===== config.mk =====
export PLATFORM = sky130hd
export DESIGN_NAME = alu_arbiter
export DESIGN_NICKNAME = d
export VERILOG_FILES = /design/src/rtl/alu_pkg.sv /design/src/rtl/alu_arbiter_alu.sv /design/src/rtl/alu_arbiter.sv
export SDC_FILE = /design/constraint.sdc
export NUM_CORES = 1
export LEC_CHECK = 0
export ABC_CLOCK_PERIOD_IN_PS = 8000
export BUFFER_PORTS_ARGS = -buffer_cell sky130_fd_sc_hd__buf_2
export CAP_MARGIN = 20
export CORE_AREA = 3 3 121 123
export CTS_BUF_LIST = sky130_fd_sc_hd__clkbuf_8
export DETAILED_ROUTE_END_ITERATION = 8
export DIE_AREA = 0 0 124 126
export MAX_ROUTING_LAYER = met4
export PLACE_DENSITY_LB_ADDON = 0.08
export SLEW_MARGIN = 20
export SYNTH_ARGS = -nofsm -noshare
export SYNTH_HDL_FRONTEND = slang
export SYNTH_SLANG_ARGS = --single-unit

===== constraint.sdc =====
create_clock -name clk_i -period 8 [get_ports clk_i]
set_input_delay 1.6 -clock clk_i [delete_from_list [all_inputs] [get_ports clk_i]]
set_output_delay 1.6 -clock clk_i [all_outputs]
set_load 0.01 [all_outputs]

===== src/rtl/alu_pkg.sv =====
// Shared definitions for the ALU arbiter: op-code constants, response-slot state
// encoding, and a helper that classifies op codes as legal or illegal.
// No logic of its own; no latency or backpressure applies.
package alu_pkg;

   localparam logic [3:0] OP_AND = 4'b0000;
   localparam logic [3:0] OP_OR  = 4'b0001;
   localparam logic [3:0] OP_ADD = 4'b0010;
   localparam logic [3:0] OP_SUB = 4'b0110;

   // Response slot occupancy. ST_FULL means rsp_* holds a result.
   typedef enum logic {
      ST_EMPTY = 1'b0,
      ST_FULL  = 1'b1
   } state_t;

   function automatic logic op_legal(input logic [3:0] op);
      return (op == OP_AND) || (op == OP_OR) || (op == OP_ADD) || (op == OP_SUB);
   endfunction

endpackage


===== src/rtl/alu_arbiter_alu.sv =====
// Purpose: 32-bit combinational ALU (AND/OR/ADD/SUB) with zero and illegal-op flags.
// Latency: 0 cycles (purely combinational).
// Backpressure: none; the caller decides when to capture the outputs.
// Ports: a, b operands; op code; result, zero = (result == 0), err = illegal op.
module alu_arbiter_alu
   import alu_pkg::*;
(
   input  logic [31:0] a,
   input  logic [31:0] b,
   input  logic [3:0]  op,
   output logic [31:0] result,
   output logic        zero,
   output logic        err
);

   always_comb begin
      result = '0;
      err    = !op_legal(op);
      case (op)
         OP_AND:  result = a & b;
         OP_OR:   result = a | b;
         OP_ADD:  result = a + b;
         OP_SUB:  result = a - b;
         default: result = '0;   // illegal ops yield 0, which also forces zero=1
      endcase
      zero = (result == '0);
   end

endmodule


===== src/rtl/alu_arbiter.sv =====
// Purpose: round-robin arbiter letting two requesters share one ALU, with a single
//          registered response slot and saturating per-requester grant counters.
// Latency: 1 cycle from accept (valid & ready) to result on rsp_*.
// Backpressure: slot refills in the same cycle it drains; with rsp_ready_i low and the
//          slot full, both ready outputs stay low and rsp_* hold.
// Ports: clk_i, rst_i (async, active high); req{0,1}_{valid_i,ready_o,a_i,b_i,op_i};
//        rsp_{valid_o,ready_i,id_o,result_o,zero_o,err_o}; grant{0,1}_cnt_o.
module alu_arbiter
   import alu_pkg::*;
#(
   parameter int CNT_W = 16
) (
   input  logic             clk_i,
   input  logic             rst_i,
   input  logic             req0_valid_i,
   output logic             req0_ready_o,
   input  logic [31:0]      req0_a_i,
   input  logic [31:0]      req0_b_i,
   input  logic [3:0]       req0_op_i,
   input  logic             req1_valid_i,
   output logic             req1_ready_o,
   input  logic [31:0]      req1_a_i,
   input  logic [31:0]      req1_b_i,
   input  logic [3:0]       req1_op_i,
   output logic             rsp_valid_o,
   input  logic             rsp_ready_i,
   output logic             rsp_id_o,
   output logic [31:0]      rsp_result_o,
   output logic             rsp_zero_o,
   output logic             rsp_err_o,
   output logic [CNT_W-1:0] grant0_cnt_o,
   output logic [CNT_W-1:0] grant1_cnt_o
);

   state_t      state, state_nxt;
   logic        prio;        // preferred requester when both are valid
   logic        slot_free;
   logic        grant1;      // 1: requester 1 wins this cycle
   logic        accept;
   logic [31:0] alu_a, alu_b;
   logic [3:0]  alu_op;
   logic [31:0] alu_result;
   logic        alu_zero, alu_err;

   // Next-state / handshake logic.
   always_comb begin
      state_nxt    = state;
      slot_free    = (state == ST_EMPTY) || rsp_ready_i;
      grant1       = (req0_valid_i && req1_valid_i) ? prio : req1_valid_i;
      // Reset is async, so gate ready here too: nothing may be accepted while rst_i is high.
      accept       = !rst_i && slot_free && (req0_valid_i || req1_valid_i);
      req0_ready_o = accept && !grant1;
      req1_ready_o = accept && grant1;
      if (accept) begin
         state_nxt = ST_FULL;
      end else if ((state == ST_FULL) && rsp_ready_i) begin
         state_nxt = ST_EMPTY;
      end
   end

   always_ff @(posedge clk_i or posedge rst_i) begin
      if (rst_i) begin
         state <= ST_EMPTY;
      end else begin
         state <= state_nxt;
      end
   end

   assign rsp_valid_o = (state == ST_FULL);

   assign alu_a  = grant1 ? req1_a_i  : req0_a_i;
   assign alu_b  = grant1 ? req1_b_i  : req0_b_i;
   assign alu_op = grant1 ? req1_op_i : req0_op_i;

   alu_arbiter_alu u_alu (
      .a      (alu_a),
      .b      (alu_b),
      .op     (alu_op),
      .result (alu_result),
      .zero   (alu_zero),
      .err    (alu_err)
   );

   // Response registers, priority pointer and grant counters only move on accept,
   // which keeps rsp_* stable under backpressure.
   always_ff @(posedge clk_i or posedge rst_i) begin
      if (rst_i) begin
         rsp_id_o     <= 1'b0;
         rsp_result_o <= '0;
         rsp_zero_o   <= 1'b0;
         rsp_err_o    <= 1'b0;
         prio         <= 1'b0;
         grant0_cnt_o <= '0;
         grant1_cnt_o <= '0;
      end else if (accept) begin
         rsp_id_o     <= grant1;
         rsp_result_o <= alu_result;
         rsp_zero_o   <= alu_zero;
         rsp_err_o    <= alu_err;
         prio         <= !grant1;
         if (!grant1 && (grant0_cnt_o != '1)) begin
            grant0_cnt_o <= grant0_cnt_o + CNT_W'(1);
         end
         if (grant1 && (grant1_cnt_o != '1)) begin
            grant1_cnt_o <= grant1_cnt_o + CNT_W'(1);
         end
      end
   end

endmodule

==> results of run 1 <==
synthesized netlist by cell type, drive strengths merged (4+ instances only):
library cell	number
mux2	4
and2	7
or3	12
inv	22
nand3	21
nand2b	4
nand4	16
o21a	5
o31ai	12
nor3	31
clkbuf	28
nor2b	8
a2111oi	4
or4	5
mux2i	36
ha	36
nor4	4
o21ai	69
o32ai	4
o211ai	7
xnor2	43
dfrtp	69
xor2	40
buf	21
o2111ai	5
o41ai	5
a21boi	7
a22oi	6
and3	11
nand2	195
o21bai	6
a31oi	16
o22ai	6
nor2	77
maj3	21
a21oi	74
or2	4
layout make-up:
type / instances / share of cell area, %
antenna: 3 / 0.0857
clock buffer: 10 / 1.57
clock inverter: 5 / 0.243
inverter: 22 / 0.942
multi-input combinational: 850 / 62.0
sequential: 69 / 19.7
tap: 180 / 2.57
timing repair buffer: 221 / 12.9
cell families after synthesis:
logic type,share of synthesized area [%]
and+or+nand+nor,25.1
xor gates and xnor gates,9.77
DFF,23.2
adders and majority gates,9.15
buffers and inverters,4.02
muxes,5.45
AOI/OAI and AO/OA,23.4
worst min path at each step:
stage / to / slack (ns) / cells after the start
finish: rsp_result_o[31] / 0.47 / 2
detailed placement: rsp_result_o[15] / 0.46 / 2
floorplan: prio / 0.48 / 2
CTS: rsp_result_o[15] / 0.47 / 2
global placement: rsp_result_o[16] / 0.46 / 2
global route: rsp_result_o[31] / 0.49 / 2
routing by layer:
metal  global-route usage [%]  part of all wire, %  vias to the layer above
met2                     47.0                   43                      386
met5                        -                    0                        -
met3                     6.06                  8.8                       64
li1                         -                    -                     3944
met4                     11.6                  3.7                        0
met1                     45.3                   44                     3787
worst max-delay path, cell delays in order:
cell and delay, ns:
buf_2 0.11, nor2b_1 0.56, nor2_4 0.09, buf_4 0.27, o41ai_1 0.58, nand3_1 0.19, nor3b_1 0.33, a31oi_1 0.15
xor2_1 0.17, ha_1 0.38, a21oi_2 0.19, o21ai_1 0.13, or3_1 0.38, or3_4 0.35, a21oi_2 0.12, o31ai_1 0.10
or4_1 0.48, nor4_1 0.38, and4_1 0.24, nand2_1 0.05, o21ai_1 0.15
flip-flops by register name, summed over array words and instances, names as in the netlist:
name and count:
rsp_id_o 1, grant1_cnt_o 16, rsp_zero_o 1, prio 1
rsp_err_o 1, rsp_result_o 32, grant0_cnt_o 16, rsp_valid_o 1
per-stage QoR:
| step | std cells | utilization (%) | setup slack [ns] |
|---|---|---|---|
| after CTS | 1357 | 63.5 | 1.37 |
| after global placement | 1342 | 62.4 | 1.19 |
| final | 1360 | 63.6 | 1.25 |
| after floorplan | 990 | - | 0.883 |
| after global routing | 1359 | 63.6 | 0.930 |
| after detailed placement | 1342 | 62.4 | 1.01 |
where the power goes:
part           internal (uW)  total, uW  switching, uW
clock network            115        231            116
logic                    324        827            503
registers                402        447           45.8
total                    841       1510            665
==> metrics.txt, run 1 <==
Post-Route WL approximately 25000 um; Slew Limit Headroom between 20% and 30%; period utilization between 80% and 90%; Hold Violations, Final 0; Critical R2R Launch prio; hold buffers post-CTS 0; ANT nets after route 0; Seq. cell area 0.00173 mm^2; Startpoint Class input port; HP Start rsp_result_o[31]; fin. max-slew vios 0; max-cap violation count 0; FILL cells 1310; Die Span Y about 130 um; hold crit path type reg2reg; placed inst area approximately 0.0086 mm^2; Clock Sinks 69; Mean Syn Cell Area between 7 and 8 um^2; area of the multi-input gates 0.00543 mm^2; Total GRT Usage 32.5%; Worst EP required 8.27 ns; largest cells by area after synthesis dfrtp_1 (23%), nand2_1 (9.8%), ha_1 (6.1%); Max clock buf depth 2; R2R Path End rsp_zero_o; drc violations 0; Horiz. Die Dim approximately 120 um; CP Max Fanout 33; initial antenna violation count 2; worst vdd ir 0.0000835 V; share of layout cells above drive strength 1 between 20% and 30%; status completed; slew of the pin with the lowest slew margin 1.15 ns; P&R area growth vs syn 17.8%; Final Wtd Congestion between 0.9 and 1; CP Class in2reg; Tot Pwr roughly 1500 uW; CP endpoint rsp_zero_o; Clock Pin Slew Worst Setup and Hold Paths around 0.070 ns; Die Area 0.0156 mm^2; fmax about 150 MHz; CTS Root Cell clkbuf_8; total number of vias ~8200; Clock Skews roughly 0.0064 ns; starting density of the core 54.0%; CTS tree built; routed wire length per instance ~18 um; DP Wirelength between 20000 and 25000 um; most common cell after layout, fill and taps aside buf_2; final setup TNS 0 ns; Congestion Overflow GR 0; row count 43; Power Density about 170 mW/mm^2; share of the synthesized area in the top cell type approximately 23%; Netlist cell types 81; H-tree level count 3; share of flip-flops with an asynchronous set or reset 100%; RSZ-0062 raised after global routing no; fin crit period 6.75 ns; Ys Warns 0; post-synth top area cell dfrtp_1; post-CTS sizing 0; vias in the first global route 7563; most frequent cells in the layout buf_2 (210), nand2_1 (194), nor2_1 (76); dominant synthesized flop cell dfrtp_1; post-synthesis instance total just under 1000; Post-CTS Setup Bufs 0; Critical Path AT between 7 and 8 ns; Mapped Area roughly 0.0074 mm^2; clock latency on the worst-skew pair 0.34 ns; DR vias/cell 6.02; register area share after synthesis between 20 and 25%; Final #Nets around 1400; Post-synth EDFFs 0; post-synthesis register bit count ~70; total CTS buffers 9; Worst Reg-to-Reg Cells 22; # setup viols final 0; CORE AREA about 0.014 mm^2; first-pass iteration count of the detailed router 8; Post-Syn Nets about 1200; drt initial violations a little under 700; PortBufs 210; first-pass GRT wire length around 39000 um; final hold slack between 0.4 and 0.5 ns; R2R Setup Slk between 2 and 2.5 ns; Worst Setup SP req0_valid_i; Design Area, Final roughly 0.0088 mm^2; io pins around 210; CP Capture Type flop; static leakage power roughly 0.0042 uW; largest net degree at the start of global routing 70
No activity file was read; power rests on OpenSTA's default activity.
==> run 2: changes to the inputs <==
Settings changed: ABC_CLOCK_PERIOD_IN_PS 8000 to 6700.
Clock period 8 ns to 6.7 ns, I/O delays scaled along.
==> metrics.txt, run 2 (synthesis results as in run 1) <==
static leakage power 0.00429 uW (was 0.00423 uW); CP bufs+invs 1 (was 2); share of layout cells above drive strength 1 23.0% (was 22.3%); Post-CTS Setup Bufs 0 (unchanged); crit-path max cell delay 0.52 ns (was 0.58 ns); CTS Root Cell clkbuf_8 (unchanged); initial antenna violation count 0 (was 2); most common cell after layout, fill and taps aside buf_2 (unchanged); P&R area growth vs syn 19.1% (was 17.8%); Hold Violations, Final 0 (unchanged); Die Span Y 126 um (unchanged); Final #Nets 1360 (was 1351); Congestion Overflow GR 0 (unchanged); max-cap violation count 0 (unchanged); Total GRT Usage 33.8% (was 32.5%); routed wire length per instance 19.0 um (was 18.4 um); first-pass GRT wire length 40800 um (was 39500 um); row count 43 (unchanged); fin crit period around 6.2 ns; hold buffers post-CTS 0 (unchanged); io pins 211 (unchanged); fin. max-slew vios 0 (unchanged); ANT nets after route 0 (unchanged); starting density of the core 54.0% (unchanged); CORE AREA 0.0138 mm^2 (unchanged); Post-Route WL 25900 um (was 25000 um); drt initial violations 588 (was 687); worst vdd ir 0.0000982 V (was 0.0000835 V); Die Area 0.0156 mm^2 (unchanged); period utilization between 90% and 100%; drc violations 0 (unchanged); Max clock buf depth 2 (unchanged); PortBufs 210 (unchanged); DP Wirelength 20900 um (was 20100 um); Seq. cell area 0.00173 mm^2 (unchanged); H-tree level count 3 (unchanged); Final Wtd Congestion 1.02 (was 0.999); RSZ-0062 raised after global routing no (unchanged); Clock Skews 0.00571 ns (was 0.00645 ns); post-CTS sizing 0 (unchanged); Reg with most FFs rsp_result_o (unchanged); Slew Limit Headroom 44.6% (was 22.7%); CP Class in2reg (unchanged); Critical R2R Launch prio (unchanged); final hold slack 0.476 ns (was 0.471 ns); clock latency on the worst-skew pair 0.34 ns (about the same); CP Capture Type flop (unchanged); DR vias/cell 6.07 (was 6.02); Worst Setup SP req0_valid_i (unchanged); Critical Path AT 6.44 ns (was 7.02 ns); CP Max Fanout 13 (was 33); slew of the pin with the lowest slew margin 0.832 ns (was 1.15 ns); vias in the first global route 7774 (was 7563); most frequent cells in the layout buf_2 (210), nand2_1 (194), nor2_1 (76) (unchanged); HP Start rsp_result_o[31] (unchanged); Horiz. Die Dim 124 um (unchanged); final setup TNS 0 ns (unchanged); fmax 162 MHz; CP delay by family, top simple AND/OR/NAND/NOR gates (unchanged); Power Density 207 mW/mm^2 (was 172 mW/mm^2); max FFs per register 32 (unchanged); FILL cells 1277 (was 1310); status completed (unchanged); Clock Pin Slew Worst Setup and Hold Paths 0.07 ns (about the same); slowest CP cell or4_1 (was o41ai_1); area of the multi-input gates 0.00543 mm^2 (about the same); total CTS buffers 9 (unchanged); largest net degree at the start of global routing 70 (unchanged); # setup viols final 0 (unchanged); total number of vias 8298 (was 8181); hold crit path type reg2reg (unchanged); antenna diode count 0 (was 3); Worst EP required 6.97 ns (was 8.27 ns); Clock Sinks 69 (unchanged); largest registers rsp_result_o: 32 flops, grant0_cnt_o: 16 flops, grant1_cnt_o: 16 flops (unchanged); first-pass iteration count of the detailed router 5 (was 8); crit path cell chain buf_2, nand2b_2, nand2_4, or4_1, o32ai_4, nand3_1, nor3b_1, a31oi_1, xor2_1, ha_1, a21oi_2, o21ai_1, or3_1, or3_4, a21oi_2, o31ai_1, or4_1, nor4_1, and4_1, nand2_1, o21ai_1 (was buf_2, nor2b_1, nor2_4, buf_4, o41ai_1, nand3_1, nor3b_1, a31oi_1, xor2_1, ha_1, a21oi_2, o21ai_1, or3_1, or3_4, a21oi_2, o31ai_1, or4_1, nor4_1, and4_1, nand2_1, o21ai_1); Startpoint Class input port (unchanged); CTS tree built (unchanged)
-- run 2: cell count changes in the layout (fill, tap and decap cells not counted), moves of 2 or more --
| cell | before | now |
|---|---|---|
| buf_4 | 11 | 18 |
| buf_12 | 0 | 2 |
| diode_2 | 3 | 0 |
| clkbuf_8 | 10 | 12 |
-- run 2: where the power goes --
group          leakage [uW]  switching, uW  internal [uW]  total [uW]
sequential         0.000916           56.5            480         536
clock              0.000101            140            159         300
combinational       0.00327            608            396        1000
-- run 2: worst paths after layout --
path / slack, ns / endpoint / cells after the start
min in group asynchronous: 1.28 / rsp_result_o[12] / 3
max in group asynchronous: 4.88 / grant0_cnt_o[8] / 3
max: 0.53 / rsp_zero_o / 21
max reg2reg: 1.18 / rsp_zero_o / 21
min reg2reg: 0.48 / rsp_result_o[31] / 2
min: 0.48 / rsp_result_o[31] / 2
-- run 2: worst min-delay path, delay by kind of cell, from the launching register on --
| family | cells | cell delay, ns |
|---|---|---|
| DFF | 1 | 0.34 |
| and+or+nand+nor | 2 | 0.10 |
-- run 2: metrics by stage --
step / util (%) / std cells / setup slack, ns / power (uW) / instance area, um^2
finish: 64.4 / 1366 / 0.535 / 1840 / 8870
global route: 64.4 / 1366 / 0.227 / 1980 / 8870
CTS: 64.4 / 1366 / 0.633 / 1830 / 8870
detailed placement: 63.1 / 1351 / 0.276 / 1530 / 8690
global placement: 63.1 / 1351 / 0.382 / 1520 / 8690
floorplan: - / 990 / 0.0363 / 1220 / 7450
-- run 2: per-layer routing --
metal	vias up	global-route usage, %	routed length (um)
met2	413	50.6	11400
met5	-	-	0
met4	0	12.0	841
li1	3968	-	-
met3	55	5.12	2460
met1	3862	46.6	11200
-- run 2: layout make-up --
type / instances / share of cell area [%]
Inverter: 22 / 0.931
Sequential cell: 69 / 19.5
Clock buffer: 12 / 1.86
Timing Repair Buffer: 230 / 13.8
Multi-Input combinational cell: 850 / 61.2
Tap cell: 180 / 2.54
Clock inverter: 3 / 0.141
==> run 3: changes to the inputs <==
--- a/constraint.sdc
+++ b/constraint.sdc
@@ -3,2 +3,2 @@
 set_output_delay 1.34 -clock clk_i [all_outputs]
-set_load 0.01 [all_outputs]
+set_load 0.05 [all_outputs]
==> metrics.txt, run 3 (synthesis results as in run 1) <==
hold crit path type reg2reg (unchanged); most common cell after layout, fill and taps aside buf_2 (unchanged); fin. max-slew vios 0 (unchanged); most frequent cells in the layout buf_2 (210), nand2_1 (194), nor2_1 (76) (unchanged); Top Usage Layer GRT met2 (unchanged); CP Class in2reg (unchanged); largest registers rsp_result_o: 32 flops, grant0_cnt_o: 16 flops, grant1_cnt_o: 16 flops (unchanged); first-pass GRT wire length 40700 um (was 40800 um); Critical Path AT 6.52 ns (was 6.44 ns); Critical R2R Launch prio (unchanged); DP Wirelength 20900 um (about the same); Max clock buf depth 2 (unchanged); io pins 211 (unchanged); clock group share of total power 16.9% (was 16.3%); RSZ-0062 raised after global routing no (unchanged); Reg with most FFs rsp_result_o (unchanged); met3 Track Usage GR 5.16% (was 5.12%); ANT nets after route 0 (unchanged); R2R Path End rsp_zero_o (unchanged); post-CTS sizing 0 (unchanged); drc violations 0 (unchanged); CP endpoint rsp_zero_o (unchanged); worst vdd ir 0.000114 V (was 0.0000982 V); hold buffers post-CTS 0 (unchanged); total CTS buffers 9 (unchanged); Congestion Overflow GR 0 (unchanged); Total GRT Usage 34.0% (was 33.8%); Non-Filler Instances 1369 (was 1366); max-cap violation count 0 (unchanged); Startpoint Class input port (unchanged); largest net degree at the start of global routing 70 (unchanged); first-pass iteration count of the detailed router 5 (unchanged); CP Max Fanout 13 (unchanged); Clock Skews 0.0102 ns (was 0.00571 ns); period utilization 93.2% (was 92.0%); H-tree level count 3 (unchanged); CTS tree built (unchanged); Hold Violations, Final 0 (unchanged); Die Span Y 126 um (unchanged); post-layout util 64.7% (was 64.4%); Clock Sinks 69 (unchanged); Final Wtd Congestion 1.01 (was 1.02); max FFs per register 32 (unchanged); PortBufs 210 (unchanged); Worst EP required 6.98 ns (was 6.97 ns); GR Util met1 47.0% (was 46.6%); worst hold stages 2 (unchanged); fmax 160 MHz (was 162 MHz); starting density of the core 54.0% (unchanged); row count 43 (unchanged); static leakage power 0.00430 uW (was 0.00429 uW); # setup viols final 0 (unchanged); R2R Setup Slk 1.13 ns (was 1.18 ns); clock latency on the worst-skew pair 0.35 ns (was 0.34 ns); Clock Pin Slew Worst Setup and Hold Paths 0.07 ns (about the same); Worst Setup SP req0_valid_i (unchanged); Slew Limit Headroom 44.1% (was 44.6%); switching part of the total 48.5% (was 43.8%); share of layout cells above drive strength 1 23.2% (was 23.0%); status completed (unchanged); total number of vias 8355 (was 8298); P&R area growth vs syn 19.7% (was 19.1%); final setup TNS 0 ns (unchanged); slew of the pin with the lowest slew margin 0.839 ns (was 0.832 ns); vias in the first global route 7672 (was 7774); placed inst area 0.00870 mm^2 (was 0.00869 mm^2); routed wire length per instance 19.3 um (was 19.0 um); CTS Root Cell clkbuf_8 (unchanged); Tot Pwr 2090 uW (was 1840 uW); Final #Nets 1361 (was 1360); fin crit period 6.24 ns (was 6.17 ns); Int Pwr 1080 uW (was 1030 uW); power share of the combinational group 57.4% (was 54.6%); Design Area, Final 0.00891 mm^2 (was 0.00887 mm^2); DR vias/cell 6.10 (was 6.07); Horiz. Die Dim 124 um (unchanged); register share of total power 25.7% (was 29.1%); sw power 1010 uW (was 805 uW); Post-CTS Setup Bufs 0 (unchanged); initial antenna violation count 1 (was 0); Die Area 0.0156 mm^2 (unchanged); GRT met2 Usage 50.7% (was 50.6%); drt initial violations 724 (was 588); Post-Route WL 26400 um (was 25900 um); Worst Reg-to-Reg Cells 20 (was 21); CP Capture Type flop (unchanged); Power Density 235 mW/mm^2 (was 207 mW/mm^2); CORE AREA 0.0138 mm^2 (unchanged); placed cell count 1352 (was 1351)
run 3: changes by cell type in the layout (fill, tap and decap cells not counted):
cell        previous run  this run
bufinv_16              0         1
diode_2                0         1
clkinvlp_4             0         1
buf_4                 18        19
inv_1                 22        21
run 3: through the flow:
stage / setup slack, ns / hold slack (ns)
global placement: 0.394 / 0.460
floorplan: 0.0363 / 0.480
detailed placement: 0.232 / 0.462
global route: 0.279 / 0.503
finish: 0.458 / 0.475
CTS: 0.602 / 0.479
run 3: per-layer routing:
layer / vias up / wire length, um
met3: 58 / 2590
met1: 3890 / 11300
met4: 0 / 769
li1: 3968 / -
met2: 439 / 11700
met5: - / 0
run 3: power groups by stage:
stage	clock (uW)	combinational, uW	sequential [uW]
6_report	354	1200	537
5_1_grt	378	1300	546
4_1_cts	359	1190	537
3_5_place_dp	0	1180	544
3_3_place_gp	0	1180	541
2_1_floorplan	0	654	754
run 3: area by class of cell:
cell class,count,area (um^2)
Inverter,22,82.6
Timing Repair Buffer,231,1230
Sequential cell,69,1730
Clock inverter,4,46.3
Tap cell,180,225
Clock buffer,12,165
Fill cell,1296,4860
Multi-Input combinational cell,850,5430
Antenna cell,1,2.50
run 3: how the worst min path moves through the flow:
stage                                 from          endpoint
after floorplan                       prio              prio
after global placement    rsp_result_o[20]  rsp_result_o[20]
after detailed placement  rsp_result_o[20]  rsp_result_o[20]
after CTS                 rsp_result_o[20]  rsp_result_o[20]
after global routing      rsp_result_o[29]  rsp_result_o[29]
final                     rsp_result_o[31]  rsp_result_o[31]
run 3: critical path, stage by stage:
cell,delay [ns]
buf_2,0.12
nand2b_2,0.28
nand2_4,0.18
or4_1,0.51
o32ai_4,0.29
nand3_1,0.18
nor3b_1,0.35
a31oi_1,0.15
xor2_1,0.17
ha_1,0.38
a21oi_2,0.19
o21ai_1,0.13
or3_1,0.38
or3_4,0.35
a21oi_2,0.13
o31ai_1,0.10
or4_1,0.49
nor4_1,0.38
and4_1,0.24
nand2_1,0.05
o21ai_1,0.13
